--- config.mk ---
export PLATFORM = sky130hd
export DESIGN_NAME = regfile_mp
export DESIGN_NICKNAME = d
export VERILOG_FILES = /design/src/rtl/regfile_pkg.sv /design/src/rtl/regfile_clr_fsm.sv /design/src/rtl/regfile_mp.sv
export SDC_FILE = /design/constraint.sdc
export NUM_CORES = 2
export LEC_CHECK = 0
export ABC_CLOCK_PERIOD_IN_PS = 2900
export BUFFER_PORTS_ARGS = -buffer_cell sky130_fd_sc_hd__buf_4
export CORE_ASPECT_RATIO = 0.7
export CORE_MARGIN = 8
export CORE_UTILIZATION = 45
export CTS_CLUSTER_DIAMETER = 100
export DETAILED_ROUTE_END_ITERATION = 16
export PLACE_DENSITY_LB_ADDON = 0.2
export SYNTH_ARGS = -nofsm -noshare
export SYNTH_HDL_FRONTEND = slang
export SYNTH_SLANG_ARGS = --single-unit
--- constraint.sdc ---
create_clock -name clk -period 2.9 [get_ports clk]
set_input_delay 0.29 -clock clk [delete_from_list [all_inputs] [get_ports clk]]
set_output_delay 0.29 -clock clk [all_outputs]
set_load 0.01 [all_outputs]
--- src/rtl/regfile_pkg.sv ---
// Shared types and sizing helpers for the KGP-RISC register file, decoder and ALU.
package regfile_pkg;

  localparam int DEF_DATA_W = 32;
  localparam int DEF_ADDR_W = 5;

  typedef enum logic {
    IDLE  = 1'b0,
    CLEAR = 1'b1
  } clr_state_t;

  function automatic int depth_of(input int addr_w);
    return 1 << addr_w;
  endfunction

  localparam int DEF_DEPTH = depth_of(DEF_ADDR_W);

endpackage

--- src/rtl/regfile_clr_fsm.sv ---
// Sequential clear engine: walks every entry once, emitting a zero-write per cycle.
module regfile_clr_fsm
  import regfile_pkg::*;
#(
  parameter int ADDR_W = DEF_ADDR_W
) (
  input  logic              clk,
  input  logic              reset,
  input  logic              clr_req,
  output logic              clr_busy,
  output logic              clr_we,
  output logic [ADDR_W-1:0] clr_addr
);

  // All-ones is DEPTH-1; compared explicitly so termination never relies on wrap.
  localparam logic [ADDR_W-1:0] CNT_LAST = '1;

  clr_state_t        state_q, state_d;
  logic [ADDR_W-1:0] cnt_q, cnt_d;
  logic              busy_q, busy_d;

  always_comb begin
    state_d = state_q;
    cnt_d   = cnt_q;
    busy_d  = busy_q;
    case (state_q)
      IDLE: begin
        if (clr_req) begin
          state_d = CLEAR;
          cnt_d   = '0;
          busy_d  = 1'b1;
        end
      end
      CLEAR: begin
        if (cnt_q == CNT_LAST) begin
          state_d = IDLE;
          cnt_d   = '0;
          busy_d  = 1'b0;
        end else begin
          cnt_d = cnt_q + 1'b1;
        end
      end
      default: begin
        state_d = IDLE;
        cnt_d   = '0;
        busy_d  = 1'b0;
      end
    endcase
  end

  always_ff @(posedge clk) begin
    if (!reset) begin
      state_q <= IDLE;
      cnt_q   <= '0;
      busy_q  <= 1'b0;
    end else begin
      state_q <= state_d;
      cnt_q   <= cnt_d;
      busy_q  <= busy_d;
    end
  end

  assign clr_busy = busy_q;
  assign clr_we   = busy_q;
  assign clr_addr = cnt_q;

endmodule

--- src/rtl/regfile_mp.sv ---
// Multi-read-port register file with write bypass, optional zero register,
// debug tap of one register and a sequential clear engine.
module regfile_mp
  import regfile_pkg::*;
#(
  parameter int DATA_W      = DEF_DATA_W,
  parameter int ADDR_W      = DEF_ADDR_W,
  parameter int NUM_RD      = 2,
  parameter int ZERO_REG_EN = 1,
  parameter int TAP_REG     = 2
) (
  input  logic                     clk,
  input  logic                     reset,
  input  logic [NUM_RD*ADDR_W-1:0] rd_addr,
  output logic [NUM_RD*DATA_W-1:0] rd_data,
  input  logic                     wr_en,
  input  logic [ADDR_W-1:0]        wr_addr,
  input  logic [DATA_W-1:0]        wr_data,
  input  logic                     clr_req,
  output logic                     clr_busy,
  output logic [DATA_W-1:0]        tap_data
);

  localparam int                DEPTH    = depth_of(ADDR_W);
  localparam logic [ADDR_W-1:0] TAP_ADDR = ADDR_W'(TAP_REG);

  logic [DATA_W-1:0] mem_q [DEPTH];
  logic [DATA_W-1:0] mem_d [DEPTH];

  logic              clr_we;
  logic [ADDR_W-1:0] clr_addr;
  logic              usr_we;

  regfile_clr_fsm #(
    .ADDR_W (ADDR_W)
  ) u_clr_fsm (
    .clk      (clk),
    .reset    (reset),
    .clr_req  (clr_req),
    .clr_busy (clr_busy),
    .clr_we   (clr_we),
    .clr_addr (clr_addr)
  );

  // User writes are blocked while clearing and dropped when aimed at the zero register.
  assign usr_we = wr_en && !clr_busy && !((ZERO_REG_EN != 0) && (wr_addr == '0));

  // Value a read port registers this cycle: forced zero while clearing or for r0,
  // otherwise the in-flight write wins over the stored entry.
  function automatic logic [DATA_W-1:0] read_entry(input logic [ADDR_W-1:0] a);
    if (clr_busy) begin
      return '0;
    end
    if ((ZERO_REG_EN != 0) && (a == '0)) begin
      return '0;
    end
    if (usr_we && (wr_addr == a)) begin
      return wr_data;
    end
    return mem_q[a];
  endfunction

  always_comb begin
    for (int i = 0; i < DEPTH; i++) begin
      mem_d[i] = mem_q[i];
    end
    if (clr_we) begin
      mem_d[clr_addr] = '0;
    end else if (usr_we) begin
      mem_d[wr_addr] = wr_data;
    end
  end

  always_ff @(posedge clk) begin
    if (!reset) begin
      for (int i = 0; i < DEPTH; i++) begin
        mem_q[i] <= '0;
      end
    end else begin
      for (int i = 0; i < DEPTH; i++) begin
        mem_q[i] <= mem_d[i];
      end
    end
  end

  for (genvar k = 0; k < NUM_RD; k++) begin : g_rd_port
    logic [DATA_W-1:0] rd_d;
    logic [DATA_W-1:0] rd_q;

    always_comb begin
      rd_d = read_entry(rd_addr[k*ADDR_W +: ADDR_W]);
    end

    always_ff @(posedge clk) begin
      if (!reset) begin
        rd_q <= '0;
      end else begin
        rd_q <= rd_d;
      end
    end

    assign rd_data[k*DATA_W +: DATA_W] = rd_q;
  end

  logic [DATA_W-1:0] tap_d;
  logic [DATA_W-1:0] tap_q;

  always_comb begin
    tap_d = read_entry(TAP_ADDR);
  end

  always_ff @(posedge clk) begin
    if (!reset) begin
      tap_q <= '0;
    end else begin
      tap_q <= tap_d;
    end
  end

  assign tap_data = tap_q;

endmodule

=== Word level (Yosys, flattened, before mapping) ===
Memories as Yosys holds them, arrays and structs flattened.
Index checks and enable logic that the tools add are counted.

* Bits in writable memories: 1024
* Bits of input ports: 51
* Word-level logic and storage cells: 145
* Register bits: 103
* ROM bits: 0
* Latch bits: 0
* Output and inout port bits: 97
* Memories: 1

* $lt $le $gt $ge: 4
* Bitwise logic cells: 37
* Shift operators: 0
* $add $sub $neg: 1
* Equality and inequality tests: 6
* Reductions and logical operators: 13
* Mux-type cells: 77
* Multipliers: 0
* Div/mod/pow operators: 0

{| class="wikitable"
|+ Memory list
! name !! words !! bits a word !! rd ports !! clocked after memory_dff !! write ports !! RTL line !! RTL
|-
| mem_q || 32 || 32 || 34 || 0 || 32 || regfile_mp.sv:27 || <nowiki>logic [DATA_W-1:0] mem_q [DEPTH];</nowiki>
|}

{| class="wikitable"
|+ Operators with widths
! operator !! count
|-
| 1024-bit two-way mux || 2
|-
| 32-bit two-way mux || 48
|-
| 1024-bit AND || 1
|-
| 1024-bit bitwise mux || 1
|-
| 1024-bit inverter || 1
|-
| 32-bit demux with 5-bit select || 2
|-
| 1-bit bitwise OR || 32
|-
| 1-bit two-way mux || 19
|-
| 5-bit logical NOT || 3
|-
| 6-bit >= comparator, second input constant || 2
|-
| 6-bit by 1-bit < comparator with 1-bit output, second input constant || 2
|-
| 5-bit inverter with 6-bit output || 2
|-
| 5-bit == test || 2
|-
| 5-bit two-way mux || 2
|-
| 5-bit one-hot mux with 2 select lines || 1
|-
| 1-bit logical AND || 7
|-
| 5-bit by 1-bit adder with 5-bit output, second input constant || 1
|-
| 5-bit by 2-bit == test with 1-bit output, second input constant || 1
|-
| 5-bit == test, second input constant || 1
|-
| 2-bit != test, second input constant || 2
|-
| 1-bit one-hot mux with 2 select lines || 2
|-
| 1-bit logical NOT || 2
|-
| 2-bit AND reduction || 1
|-
| 1-bit inverter || 1
|}

=== Depth between registers and ports, before layout ===
* Depth in word-level cells: 10
* Depth in mapped cells: 9
* Depth with buffers taken out: 7

=== Hierarchy ===
From an unflattened synthesis, not the netlist that was laid out.

* Cells, all modules: 5671
* Area total of the unflattened synthesis: 57597.7 µm²

{| class="wikitable"
|+ By module, submodules not included
! module !! times used !! area each (µm²) !! cells each !! seq. area each (µm²)
|-
| regfile_mp || 1 || 57226.1 || 5632 || 22421.5
|-
| regfile_clr_fsm || 1 || 371.6 || 39 || 140.1
|}

=== Worst setup path after synthesis ===
No wires, ideal clock.

* Path type: input -> register
* Start: in rd_addr[6]
* End: reg g_rd_port[1].rd_q[21]
* Stages on the path: 8
* Arrival time: 2047 ps
* Slack: 733 ps
* Buffers on the path: 4
* Library setup time: 120 ps
* Required time: 2780 ps
* Path through: buf_2 > buf_2 > buf_2 > clkbuf_1 > mux4_2 > a22oi_1 > a21oi_1 > a211o_1

* Longest elaborated chain between the ends: 8
* Elaborated cells between the ends (all ways): 14
* Those cells by class: eq/ne: 1; mux: 10; reduce/logical: 2; memory: 1

{| class="wikitable"
|+ RTL lines
! what !! RTL line !! RTL
|-
| start, declared || regfile_mp.sv:14 || <nowiki>input logic [NUM_RD*ADDR_W-1:0] rd_addr,</nowiki>
|-
| 5-bit == test || regfile_mp.sv:57 || <nowiki>if (usr_we && (wr_addr == a)) begin</nowiki>
|-
| 1-bit logical AND || regfile_mp.sv:57 ||
|-
| 1-bit two-way mux (2 in a row) || regfile_mp.sv:57 ||
|-
| 1-bit two-way mux || regfile_mp.sv:54 || <nowiki>if ((ZERO_REG_EN != 0) && (a == '0)) begin</nowiki>
|-
| 32-bit two-way mux || regfile_mp.sv:60 || <nowiki>return mem_q[a];</nowiki>
|-
| 32-bit two-way mux (*) || regfile_mp.sv:57 ||
|-
| 32-bit two-way mux (*) || regfile_mp.sv:54 ||
|-
| end signal, assigned || regfile_mp.sv:98 || <nowiki>rd_q <= rd_d;</nowiki>
|-
| end, declared || regfile_mp.sv:88 || <nowiki>logic [DATA_W-1:0] rd_q;</nowiki>
|}

Every way passes the cells marked *; elsewhere a longest branch is shown, timed or not. The select of a mux whose other input is x is not followed.
A chain may end at the register's enable or synchronous reset.

=== Worst setup path after layout ===
* Start: reg u_clr_fsm.busy_q (netlist: u_clr_fsm.clr_busy)
* End: reg g_rd_port[1].rd_q[30]

* Longest elaborated chain between the ends: 10
* Elaborated cells between the ends (all ways): 12
* Those cells by class: mux: 8; reduce/logical: 4

{| class="wikitable"
|+ RTL lines
! what !! RTL line !! RTL
|-
| start, declared || regfile_clr_fsm.sv:20 || <nowiki>logic busy_q, busy_d;</nowiki>
|-
| start signal, assigned || regfile_clr_fsm.sv:59 || <nowiki>busy_q <= busy_d;</nowiki>
|-
| 1-bit logical NOT || regfile_mp.sv:46 || <nowiki>assign usr_we = wr_en && !clr_busy && !((ZERO_REG_EN != 0) && (wr_addr == '0));</nowiki>
|-
| 1-bit logical AND (2 in a row) || regfile_mp.sv:46 ||
|-
| 1-bit logical AND || regfile_mp.sv:57 ||
|-
| 1-bit two-way mux (2 in a row) || regfile_mp.sv:57 ||
|-
| 1-bit two-way mux || regfile_mp.sv:54 ||
|-
| 32-bit two-way mux || regfile_mp.sv:60 ||
|-
| 32-bit two-way mux || regfile_mp.sv:57 ||
|-
| 32-bit two-way mux (*) || regfile_mp.sv:54 ||
|}

Marks and branches as above.

==> impl_results.md <==
* Number of warning messages in the yosys log at 0
* Die width at 439 um
* Worst-path fanout max at 27
* Dominant cell by count in the synthesized netlist: dfxtp_1
* Antenna violations before repair at 4
* Clock root buffer master: clkbuf_16
* Fraction of synthesized area in multiplexers at 19.9%
* Num rows at around 110
* Fraction of final layout cells with drive strength greater than 1 at 19.9%
* Area of all sequential standard cells at about 23000 sq um
* Synthesized cell area at 56300 sq um
* Die outline area at 137000 sq um
* Pins over their slew limit at 0
* Multi-input logic area at roughly 32000 sq um
* Total routing resource utilization after global routing at 29.1%
* Critical path arrival at between 3000 and 4000 ps
* Die extent in y at around 310 um
* Worst setup path category: reg2reg
* Share of synthesized cell area in full adder, half adder and majority cells at 0.111%
* Instance count of the mapped netlist at 5326
* Post-synth EDFFs at 0
* Starting density of the core at 45.4%
* Final GP Congestion at between 0.8 and 0.9
* Leak Pwr at 21.4 nW
* FFs w/ async S/R, synth at 0%
* Final setup violation count at 0
* Simple-gate area share of the yosys netlist at 13.5%
* Dominant register cell in the synthesized netlist: dfxtp_1
* Total grt overflow at 0
* Final HPWL from detailed placement at roughly 130000 um
* RR Endpoint: g_rd_port[1].rd_q[30]
* Total negative slack at 0 ps
* FF-to-FF path depth at 6
* CP required at around 3500 ps
* Distinct cells, synth at 54
* Nets in the synthesized netlist at 5382
* Detailed Route WL at 208000 um
* Area growth, synth to finish at 14.2%
* Compound-cell area share of the yosys netlist at 21.4%
* Maximum number of buffers from clock root to sink at 3
* Class of the tightest hold or removal check: in2reg
* Number of setup buffers added after CTS at 0
* Final net count at 5228
* Num Clock Sinks at 1127
* Clk pin slew, worst setup/hold paths at 70 ps
* Share of the synthesized netlist area taken by xor and xnor gates at 0.155%
* Number of endpoints with negative hold slack in the final report at 0
* Kind of launch point of the worst setup path: register
* Min cycle time layout at 2710 ps
* End point of the critical path: g_rd_port[1].rd_q[30]
* Number of H-tree levels at 3
* Synth Register Bits at roughly 1100
* Slack of the worst reg-to-reg path at a little under 200 ps
* Maximum operating frequency at 369 MHz
* Post-CTS sizing at 0
* Clock latency of the later-clocked register in the worst-skew pair at ~750 ps
* Global-route wire length before repair at between 300000 and 400000 um
* Status: completed
* Largest family of logic cells by synthesized area: compound AO/OA/AOI/OAI gates
* Clock skew at between 20 and 25 ps
* Slew HR at 10.4%
* Per-instance average area after synthesis at roughly 11 sq um
* Setup repair after global routing missed its margin: false
* Detailed Route Iter0 Violations at about 6000
* Avg WL per Cell at 30.1 um
* Remaining routing DRC violations at 0
* Reported max-cap violation count at 0
* Count of antenna-violating nets left after detailed routing at 0
* Number of buffers created by CTS at 112
* Routed vias at 46400
* Power per Cell Area at 536 nW/um^2
* Post-DR vias/cell at 6.71
* Final Hold Slack at 53.0 ps
* Launching instance or port of the critical path: u_clr_fsm.clr_busy
* Top cells by area, synth: dfxtp_1 (40%), mux4_2 (15%), a22oi_1 (15%)
* Post-synth top area cell: dfxtp_1
* Pin count of the biggest net entering global routing at 278
* # IOs at ~150
* Drt pass-1 iters at 6
* Worst voltage drop across the vdd grid at 0.000458 V
* Crit share post-route at around 93%
* Most common library cells after synthesis: dfxtp_1 (1127), a22oi_1 (1088), nor2b_1 (971), clkbuf_1 (518), mux4_2 (384)
* # fillers at ~11000
* Worst slew pin tran at 1340 ps
* Vias in the first global route at 44800
* Critical path capture point type: register
* TritonCTS clock tree: yes
* Synth top area share at 40.1%
* Core region area at 124000 sq um
* Fraction of the yosys area taken by sequential cells at between 40% and 50%
* Port bufs at 147
* Reg2Reg Launch Point: u_clr_fsm.clr_busy
how the worst min path moves through the flow:
stage              endpoint  cells past startpoint          from
5_1_grt        mem_q[2][10]                      3   wr_data[10]
3_3_place_gp   mem_q[0][17]                      1  mem_q[0][17]
4_1_cts        mem_q[2][10]                      3   wr_data[10]
2_1_floorplan   mem_q[0][0]                      1   mem_q[0][0]
3_5_place_dp   mem_q[0][19]                      1  mem_q[0][19]
6_report       mem_q[2][10]                      3   wr_data[10]
logic make-up (layout without fill, tap and decap cells):
kind of cell | Yosys count | after routing
buffers and inverters | 674 | 611
other | 0 | 1
flip-flops | 1127 | 1127
AO/OA/AOI/OAI | 1617 | 1617
adder cells (fa/ha/maj) | 5 | 5
AND/OR/NAND/NOR | 1252 | 1252
multiplexers | 641 | 641
XOR/XNOR | 10 | 10
per-layer routing:
layer / global-route usage (%) / part of all wire [%] / up-vias / routed length (um)
li1: - / - / 19900 / -
met4: 10.4 / 3.7 / 0 / 7740
met5: 0 / 0 / - / 0
met2: 42.8 / 43 / 2699 / 89500
met3: 6.22 / 10 / 469 / 21700
met1: 42.1 / 43 / 23300 / 89200
final cells by class:
cell class / instances / share of cell area (%)
inverter: 7 / 0.0409
clock buffer: 165 / 5.20
sequential: 1127 / 35.1
clock inverter: 40 / 0.879
multi-input combinational: 3525 / 49.4
tap: 1650 / 3.21
timing repair buffer: 399 / 6.19
antenna: 1 / 0.00389
registers in the layout, indices dropped and copies added (netlist names):
| name | cells |
|---|---|
| u_clr_fsm.clr_addr | 5 |
| mem_q | 1024 |
| g_rd_port.rd_q | 64 |
| u_clr_fsm.state_q | 1 |
| u_clr_fsm.clr_busy | 1 |
| tap_data | 32 |
power by group:
group / internal, mW / switching [mW]
Clock: 9.04 / 6.65
Combinational: 1.15 / 1.94
Sequential: 15.6 / 0.0846
timing repair:
action,CTS,global route
endpoints found under the hold margin,19,0
hold buffers,9,0
endpoints found under the setup margin,0,0
stage by stage:
step	worst slack [ps]	instances	total power, mW	utilization (%)	cell area (sq um)
floorplan	733	5326	17.9	-	56300
global placement	356	6699	19.0	48.6	60300
detailed placement	308	6699	19.0	48.6	60300
CTS	266	6913	34.6	51.8	64300
global route	41.5	6914	35.4	51.8	64300
finish	193	6914	34.5	51.8	64300
cells in the final DEF (no fill, tap or decap), types with 34 or more instances in the layout:
cell type and n:
mux4_2 384, nor2b_1 966, clkbuf_16 113, nor2_1 36
and2_1 34, a22oi_1 1088, buf_4 311, o21bai_1 64
a21oi_1 131, nand2_1 103, buf_12 74, nor3_1 34
a221oi_1 128, dfxtp_1 1127, a211o_1 64, mux2i_1 257
a22o_1 64
critical path, cell delays in order (launching register included):
cell	delay, ps
dfxtp_1	340
buf_4	210
nor2b_1	620
o21ai_0	310
nor4_4	470
buf_12	320
a211o_1	310
Note: power is estimated with default switching activity, not from simulation.
